File: src/rtl/prio_arb_pkg.sv
`default_nettype none
// ============================================================================
//  Module      : prio_arb_pkg
//  Description : Shared sizes and FSM state type for the 4-way priority
//                arbiter (prio_arbiter, arb_pick).
//  Revision    : 1.0  initial release
// ============================================================================
package prio_arb_pkg;

    localparam int N_REQ  = 4;   // number of requesters
    localparam int ID_W   = 2;   // width of an encoded requester index
    localparam int HOLD_W = 8;   // width of the grant hold counter

    typedef enum logic [0:0] {
        IDLE  = 1'b0,
        GRANT = 1'b1
    } state_t;

endpackage : prio_arb_pkg
`default_nettype wire

File: src/rtl/arb_pick.sv
`default_nettype none
// ============================================================================
//  Module      : arb_pick
//  Description : Combinational pick of one requester out of an eligible
//                vector. The search starts at index ptr and walks either
//                upward (ASCEND=1, rotating order ptr, ptr+1, ...) or
//                downward (ASCEND=0, order ptr, ptr-1, ...), wrapping mod
//                N_REQ. Returns one-hot pick, encoded index and any-flag.
//  Revision    : 1.0  initial release
// ============================================================================
module arb_pick
    import prio_arb_pkg::*;
#(
    parameter bit ASCEND = 1'b0
) (
    input  logic [N_REQ-1:0] eligible,
    input  logic [ID_W-1:0]  ptr,
    output logic [N_REQ-1:0] pick,
    output logic [ID_W-1:0]  idx,
    output logic             any
);

    // Scan from lowest to highest priority so the highest-priority hit
    // is the last one written and therefore wins.
    always_comb begin
        logic [ID_W-1:0] w_cand;
        w_cand = '0;
        idx    = '0;
        any    = 1'b0;
        pick   = '0;
        for (int i = N_REQ - 1; i >= 0; i--) begin
            w_cand = ASCEND ? (ptr + ID_W'(i)) : (ptr - ID_W'(i));
            if (eligible[w_cand]) begin
                idx = w_cand;
                any = 1'b1;
            end
        end
        if (any) begin
            pick = N_REQ'(1) << idx;
        end
    end

endmodule : arb_pick
`default_nettype wire

File: src/rtl/prio_arbiter.sv
`default_nettype none
// ============================================================================
//  Module      : prio_arbiter
//  Description : 4-requester arbiter with registered one-hot grant, grant
//                hold limit (HOLD_MAX) with one-shot masking of the expired
//                requester, and a mandatory idle cycle between grants.
//                Optional macro PRIO_ARB_RR_EN enables rotating priority;
//                without it priority is fixed 3 > 2 > 1 > 0.
//  Revision    : 1.0  initial release
// ============================================================================
module prio_arbiter
    import prio_arb_pkg::*;
#(
    parameter int unsigned HOLD_MAX = 8     // legal range 2..255
) (
    input  logic             clk,
    input  logic             rst,
    input  logic [N_REQ-1:0] req,
    output logic [N_REQ-1:0] gnt,
    output logic [ID_W-1:0]  gnt_id,
    output logic             gnt_valid,
    output logic             expired
);

    state_t             r_state,     w_state_next;
    logic [N_REQ-1:0]   r_gnt,       w_gnt_next;
    logic [ID_W-1:0]    r_gnt_id,    w_gnt_id_next;
    logic               r_gnt_valid, w_gnt_valid_next;
    logic               r_expired,   w_expired_next;
    logic [HOLD_W-1:0]  r_hold,      w_hold_next;
    logic [N_REQ-1:0]   r_mask,      w_mask_next;

    logic [N_REQ-1:0]   w_elig;
    logic [N_REQ-1:0]   w_sel;
    logic [N_REQ-1:0]   w_pick;
    logic [ID_W-1:0]    w_idx;
    logic               w_any;
    logic [ID_W-1:0]    w_ptr;

    // Masked requester is skipped unless it is the only one asking.
    assign w_elig = req & ~r_mask;
    assign w_sel  = (|w_elig) ? w_elig : req;

`ifdef PRIO_ARB_RR_EN
    localparam bit c_ASCEND = 1'b1;
    logic [ID_W-1:0] r_ptr, w_ptr_next;

    assign w_ptr = r_ptr;

    // Rotation pointer: after a grant, the index above the winner leads.
    always_comb begin
        w_ptr_next = r_ptr;
        if ((r_state == IDLE) && w_any) begin
            w_ptr_next = w_idx + ID_W'(1);
        end
    end

    // Rotation pointer register; reset makes bit 3 the highest priority.
    always_ff @(posedge clk) begin
        if (rst) begin
            r_ptr <= ID_W'(N_REQ - 1);
        end else begin
            r_ptr <= w_ptr_next;
        end
    end
`else
    localparam bit c_ASCEND = 1'b0;

    // Fixed priority: search downward from the top index.
    assign w_ptr = ID_W'(N_REQ - 1);
`endif

    arb_pick #(
        .ASCEND   (c_ASCEND)
    ) u_pick (
        .eligible (w_sel),
        .ptr      (w_ptr),
        .pick     (w_pick),
        .idx      (w_idx),
        .any      (w_any)
    );

    // Next-state and next-output logic for the IDLE/GRANT controller.
    always_comb begin
        w_state_next     = r_state;
        w_gnt_next       = r_gnt;
        w_gnt_id_next    = r_gnt_id;
        w_gnt_valid_next = r_gnt_valid;
        w_expired_next   = 1'b0;
        w_hold_next      = r_hold;
        w_mask_next      = r_mask;

        case (r_state)
            IDLE: begin
                // The mask only ever influences one arbitration.
                w_mask_next = '0;
                if (w_any) begin
                    w_state_next     = GRANT;
                    w_gnt_next       = w_pick;
                    w_gnt_id_next    = w_idx;
                    w_gnt_valid_next = 1'b1;
                    w_hold_next      = HOLD_W'(1);
                end
            end
            GRANT: begin
                if (!req[r_gnt_id]) begin
                    // Release wins over a coincident expiry.
                    w_state_next     = IDLE;
                    w_gnt_next       = '0;
                    w_gnt_id_next    = '0;
                    w_gnt_valid_next = 1'b0;
                    w_hold_next      = '0;
                end else if (r_hold == HOLD_W'(HOLD_MAX)) begin
                    w_state_next     = IDLE;
                    w_gnt_next       = '0;
                    w_gnt_id_next    = '0;
                    w_gnt_valid_next = 1'b0;
                    w_hold_next      = '0;
                    w_expired_next   = 1'b1;
                    w_mask_next      = N_REQ'(1) << r_gnt_id;
                end else begin
                    w_hold_next      = r_hold + HOLD_W'(1);
                end
            end
            default: begin
                w_state_next     = IDLE;
                w_gnt_next       = '0;
                w_gnt_id_next    = '0;
                w_gnt_valid_next = 1'b0;
                w_hold_next      = '0;
                w_mask_next      = '0;
            end
        endcase
    end

    // State and output registers with synchronous reset.
    always_ff @(posedge clk) begin
        if (rst) begin
            r_state     <= IDLE;
            r_gnt       <= '0;
            r_gnt_id    <= '0;
            r_gnt_valid <= 1'b0;
            r_expired   <= 1'b0;
            r_hold      <= '0;
            r_mask      <= '0;
        end else begin
            r_state     <= w_state_next;
            r_gnt       <= w_gnt_next;
            r_gnt_id    <= w_gnt_id_next;
            r_gnt_valid <= w_gnt_valid_next;
            r_expired   <= w_expired_next;
            r_hold      <= w_hold_next;
            r_mask      <= w_mask_next;
        end
    end

    assign gnt       = r_gnt;
    assign gnt_id    = r_gnt_id;
    assign gnt_valid = r_gnt_valid;
    assign expired   = r_expired;

endmodule : prio_arbiter
`default_nettype wire

File: config.mk
export PLATFORM = sky130hd
export DESIGN_NAME = prio_arbiter
export DESIGN_NICKNAME = d
export VERILOG_FILES = /design/src/rtl/prio_arb_pkg.sv /design/src/rtl/arb_pick.sv /design/src/rtl/prio_arbiter.sv
export SDC_FILE = /design/constraint.sdc
export NUM_CORES = 1
export LEC_CHECK = 0
export CORE_MARGIN = 4
export CORE_UTILIZATION = 30
export CTS_BUF_LIST = sky130_fd_sc_hd__clkbuf_4 sky130_fd_sc_hd__clkbuf_8 sky130_fd_sc_hd__clkbuf_16
export DETAILED_ROUTE_END_ITERATION = 8
export GPL_ROUTABILITY_DRIVEN = 0
export PLACE_DENSITY_LB_ADDON = 0.15
export RECOVER_POWER = 25
export SLEW_MARGIN = 20
export SYNTH_ARGS = -nofsm -noshare
export SYNTH_HDL_FRONTEND = slang
export SYNTH_HIERARCHICAL = 1
export SYNTH_SLANG_ARGS = --single-unit
File: constraint.sdc
create_clock -name clk -period 3.2 [get_ports clk]
set_input_delay 0.96 -clock clk [delete_from_list [all_inputs] [get_ports clk]]
set_output_delay 0.96 -clock clk [all_outputs]
set_load 0.02 [all_outputs]
==> results of run 1 <==
[metal layers]
| layer | share of wire | wire length [µm] | vias to the layer above | global-route usage |
|---|---|---|---|---|
| met1 | 0.50 | 1500 | 568 | 0.164 |
| met3 | 0.041 | 124 | 2 | 0.0317 |
| met4 | 0.0056 | 17 | 0 | 0.0205 |
| met5 | 0 | 0 | - | 0 |
| met2 | 0.46 | 1380 | 20 | 0.187 |
| li1 | - | - | 628 | - |
[flip-flops by register name, summed over array words and instances, names as in the netlist]
signal     count
expired        1
r_mask         4
r_state        1
gnt_valid      1
r_hold         8
gnt_id         2
gnt            4
[metrics by stage]
stage	area [µm²]	hold slack (ns)	std cells	power, µW	utilization
floorplan	1290	0.450	167	367	-
global route	1550	0.510	236	619	0.386
detailed placement	1510	0.482	232	413	0.375
global placement	1510	0.473	232	410	0.375
finish	1550	0.490	236	584	0.386
CTS	1560	0.494	236	595	0.387
[how the worst max path moves through the flow]
stage	startpoint	to	cells after the start
floorplan	req[3]	gnt_id[1]	10
global placement	req[0]	gnt[0]	11
detailed placement	req[1]	gnt[2]	11
CTS	req[1]	r_hold[2]	11
global route	req[1]	r_hold[2]	11
finish	req[1]	r_hold[2]	11
[power groups by stage]
stage	sequential [µW]	combinational, µW	clock (µW)
3_5_place_dp	293	120	0
6_report	287	119	178
2_1_floorplan	295	72.5	0
3_3_place_gp	292	118	0
4_1_cts	287	120	188
5_1_grt	288	133	198
[layout by cell type, fill, tap and decap left out, types with 2 or more instances in the layout]
cell,n
nand4_1,2
clkdlybuf4s50_1,7
and2_1,3
mux2i_1,2
and3_1,2
ha_1,2
conb_1,12
o21bai_1,2
o21ai_0,5
nand3_1,12
xor2_1,2
and2b_1,2
clkbuf_8,3
dfxtp_1,21
nor2b_1,2
nand2b_1,2
a22oi_1,6
a31oi_1,8
inv_1,8
a21boi_0,2
nand2_1,11
a21oi_1,12
a21boi_1,2
dlygate4sd3_1,6
nor2_1,13
a32o_1,4
a41oi_1,2
and4_1,2
o21ai_1,4
buf_4,11
[worst max-delay path, cell delays in order]
cell and delay, ns:
clkdlybuf4s50_1 0.49, inv_1 0.06, o221ai_1 0.21, a21o_1 0.15, a21boi_0 0.11, nor2_1 0.21, nand2_1 0.14, nor2_1 0.15
buf_4 0.14, nand2_1 0.12, a31oi_1 0.19
[layout make-up]
type                    count  area [µm²]  area share
inverters                   8        30.0      0.0193
well taps                  50        62.6      0.0403
repair buffers             24         213       0.137
flip-flops and latches     21         420       0.271
multi-input cells         129         779       0.502
clock buffers               4        48.8      0.0314
[logic make-up (layout without fill, tap and decap cells)]
kind of cell / count (synthesis) / in the layout / synth area share
other: 1 / 12 / 0.00300
AND/OR/NAND/NOR: 55 / 55 / 0.234
flip-flops: 21 / 21 / 0.336
AO/OA/AOI/OAI: 56 / 56 / 0.307
XOR/XNOR: 2 / 2 / 0.0140
multiplexers: 2 / 2 / 0.0160
adder cells (fa/ha/maj): 2 / 2 / 0.0200
buffers and inverters: 17 / 36 / 0.0700
==> insert_results.sql, run 1 <==
INSERT INTO impl_metrics (metric_group, metric, value, unit) VALUES
('floorplan', 'core.rowCount', '23', ''),
('synthesis', 'dominant_cell_by_count_in_the_synthesized_netlist', 'dfxtp_1', ''),
('power', 'clock_power_share', '0.305', ''),
('min_path', 'hp-class', 'reg -> reg', ''),
('final_layout', 'final_layout_size_suffix_gt1_frac', '0.0968', ''),
('clock_network', 'h-tree-depth', '1', ''),
('final_layout', 'antennaDiodeCount', '0', ''),
('power', 'p_seq_frac', '0.491', ''),
('floorplan', 'initial_standard_cell_utilization_of_the_core', '0.311', ''),
('min_path', 'min_delay_path_depth', '2', ''),
('synthesis', 'synthTopCellsByCount', '21 x dfxtp_1, 13 x nor2_1, 12 x a21oi_1, 12 x nand3_1, 11 x nand2_1', ''),
('clock_network', 'clock_slew_seen_by_the_registers_of_the_worst_setup_and_hold_paths', '0.07', 'ns'),
('setup_path', 'critPathArrivalTime', '2.93', 'ns'),
('routing', 'vias', '1218', ''),
('floorplan', 'die_w', '72.6', 'µm'),
('global_routing', 'first_global_vias', '1086', ''),
('setup_path', 'timing.rr.start', 'r_hold[4]', ''),
('clock_network', 'postCtsResizedCells', '0', ''),
('placement', 'numPortBuffers', '13', ''),
('synthesis', 'post_synthesis_sequential_element_count', '21', ''),
('timing', 'period_needed', '2.75', 'ns'),
('routing', 'drc', '0', ''),
('global_routing', 'maximum_number_of_pins_on_one_net_before_global_route_repair', '13', ''),
('synthesis', 'synth.yosys.seq_area_share', '0.336', ''),
('synthesis', 'syn-cell-area', '0.00125', 'mm²'),
('synthesis', 'synth_flop_cell', 'dfxtp_1', ''),
('status', 'run_status', 'complete, no violations', ''),
('timing', 'slew_headroom', '0.558', ''),
('synthesis', 'synth_top_cells_by_area', 'dfxtp_1 34%, a21oi_1 4.8%, nand3_1 4.8%', ''),
('power', 'power_switching_share', '0.275', ''),
('min_path', 'timing.hold.worst_endpoint', 'gnt[1]', ''),
('synthesis', 'synth.lib_cells_used.distinct', '43', ''),
('clock_network', 'clock-root-buffer', 'clkbuf_8', ''),
('power', 'net-switching-power', '160', 'µW'),
('timing', 'grt_setup_unrepaired', 'no', ''),
('routing', 'drtIter0Drc', '117', ''),
('placement', 'preCtsSetupSlack', '0.203', 'ns'),
('setup_path', 'end_kind', 'flip-flop', ''),
('timing', 'final_min_period_over_clock_period', '0.859', ''),
('global_routing', 'global_route.overflow_total', '0', ''),
('power', 'internal_power', '423', 'µW'),
('setup_path', 'regToRegEndpoint', 'r_mask[0]', ''),
('clock_network', 'postCtsHoldBufs', '0', ''),
('timing', 'final.setup_skew', '0.00250', 'ns'),
('clock_network', 'tritoncts_num_sinks', '21', ''),
('setup_path', 'critical_path_class', 'in -> reg', ''),
('timing', 'max_freq', '0.364', 'GHz'),
('synthesis', 'share_of_yosys_cell_area_claimed_by_the_top_area_cell_type', '0.336', ''),
('power', 'peakVddDrop', '276', 'µV'),
('global_routing', 'global_route.usage.total', '0.118', ''),
('power', 'pwr_cell_area', '376', 'mW/mm²'),
('synthesis', 'ys_async_sr_fraction', '0', ''),
('global_routing', 'grt_antenna_before_repair', '0', ''),
('global_routing', 'wire_length_of_the_first_global_routing_pass', '5050', 'µm'),
('routing', 'drt-total-wl', '3020', 'µm'),
('min_path', 'holdCritStartpoint', 'gnt[1]', ''),
('clock_network', 'cts.path.max_buffers', '2', ''),
('timing', 'hold_viol_final', '0', ''),
('floorplan', 'core_footprint', '0.00403', 'mm²'),
('timing', 'setup_violations', '0', ''),
('floorplan', 'dieHeight', '72.6', 'µm'),
('timing', 'number_of_max_slew_violations_in_the_final_report', '0', ''),
('setup_path', 'start_kind', 'input pin', ''),
('final_layout', 'num-nets-final', '195', ''),
('synthesis', 'ys_warn_count', '6', ''),
('floorplan', 'num_io_pins', '14', ''),
('synthesis', 'synthesis.instances', '156', ''),
('setup_path', 'critical_path.max_fanout', '4', ''),
('final_layout', 'syn_to_final_growth', '24.2', '%'),
('final_layout', 'n_fill_cell', '430', ''),
('run', 'max-cap-violations', '0', '');
(Power assumes the default switching activity.)
==> run 2: changes to the inputs <==
--- a/config.mk
+++ b/config.mk
@@ -12,6 +12,7 @@
 export GPL_ROUTABILITY_DRIVEN = 0
 export PLACE_DENSITY_LB_ADDON = 0.15
 export RECOVER_POWER = 25
+export SKIP_LAST_GASP = 1
 export SLEW_MARGIN = 20
 export SYNTH_ARGS = -nofsm -noshare
 export SYNTH_HDL_FRONTEND = slang
==> results of run 2 <==
The final DEF is identical to that of run 1; final timing and power are the same.
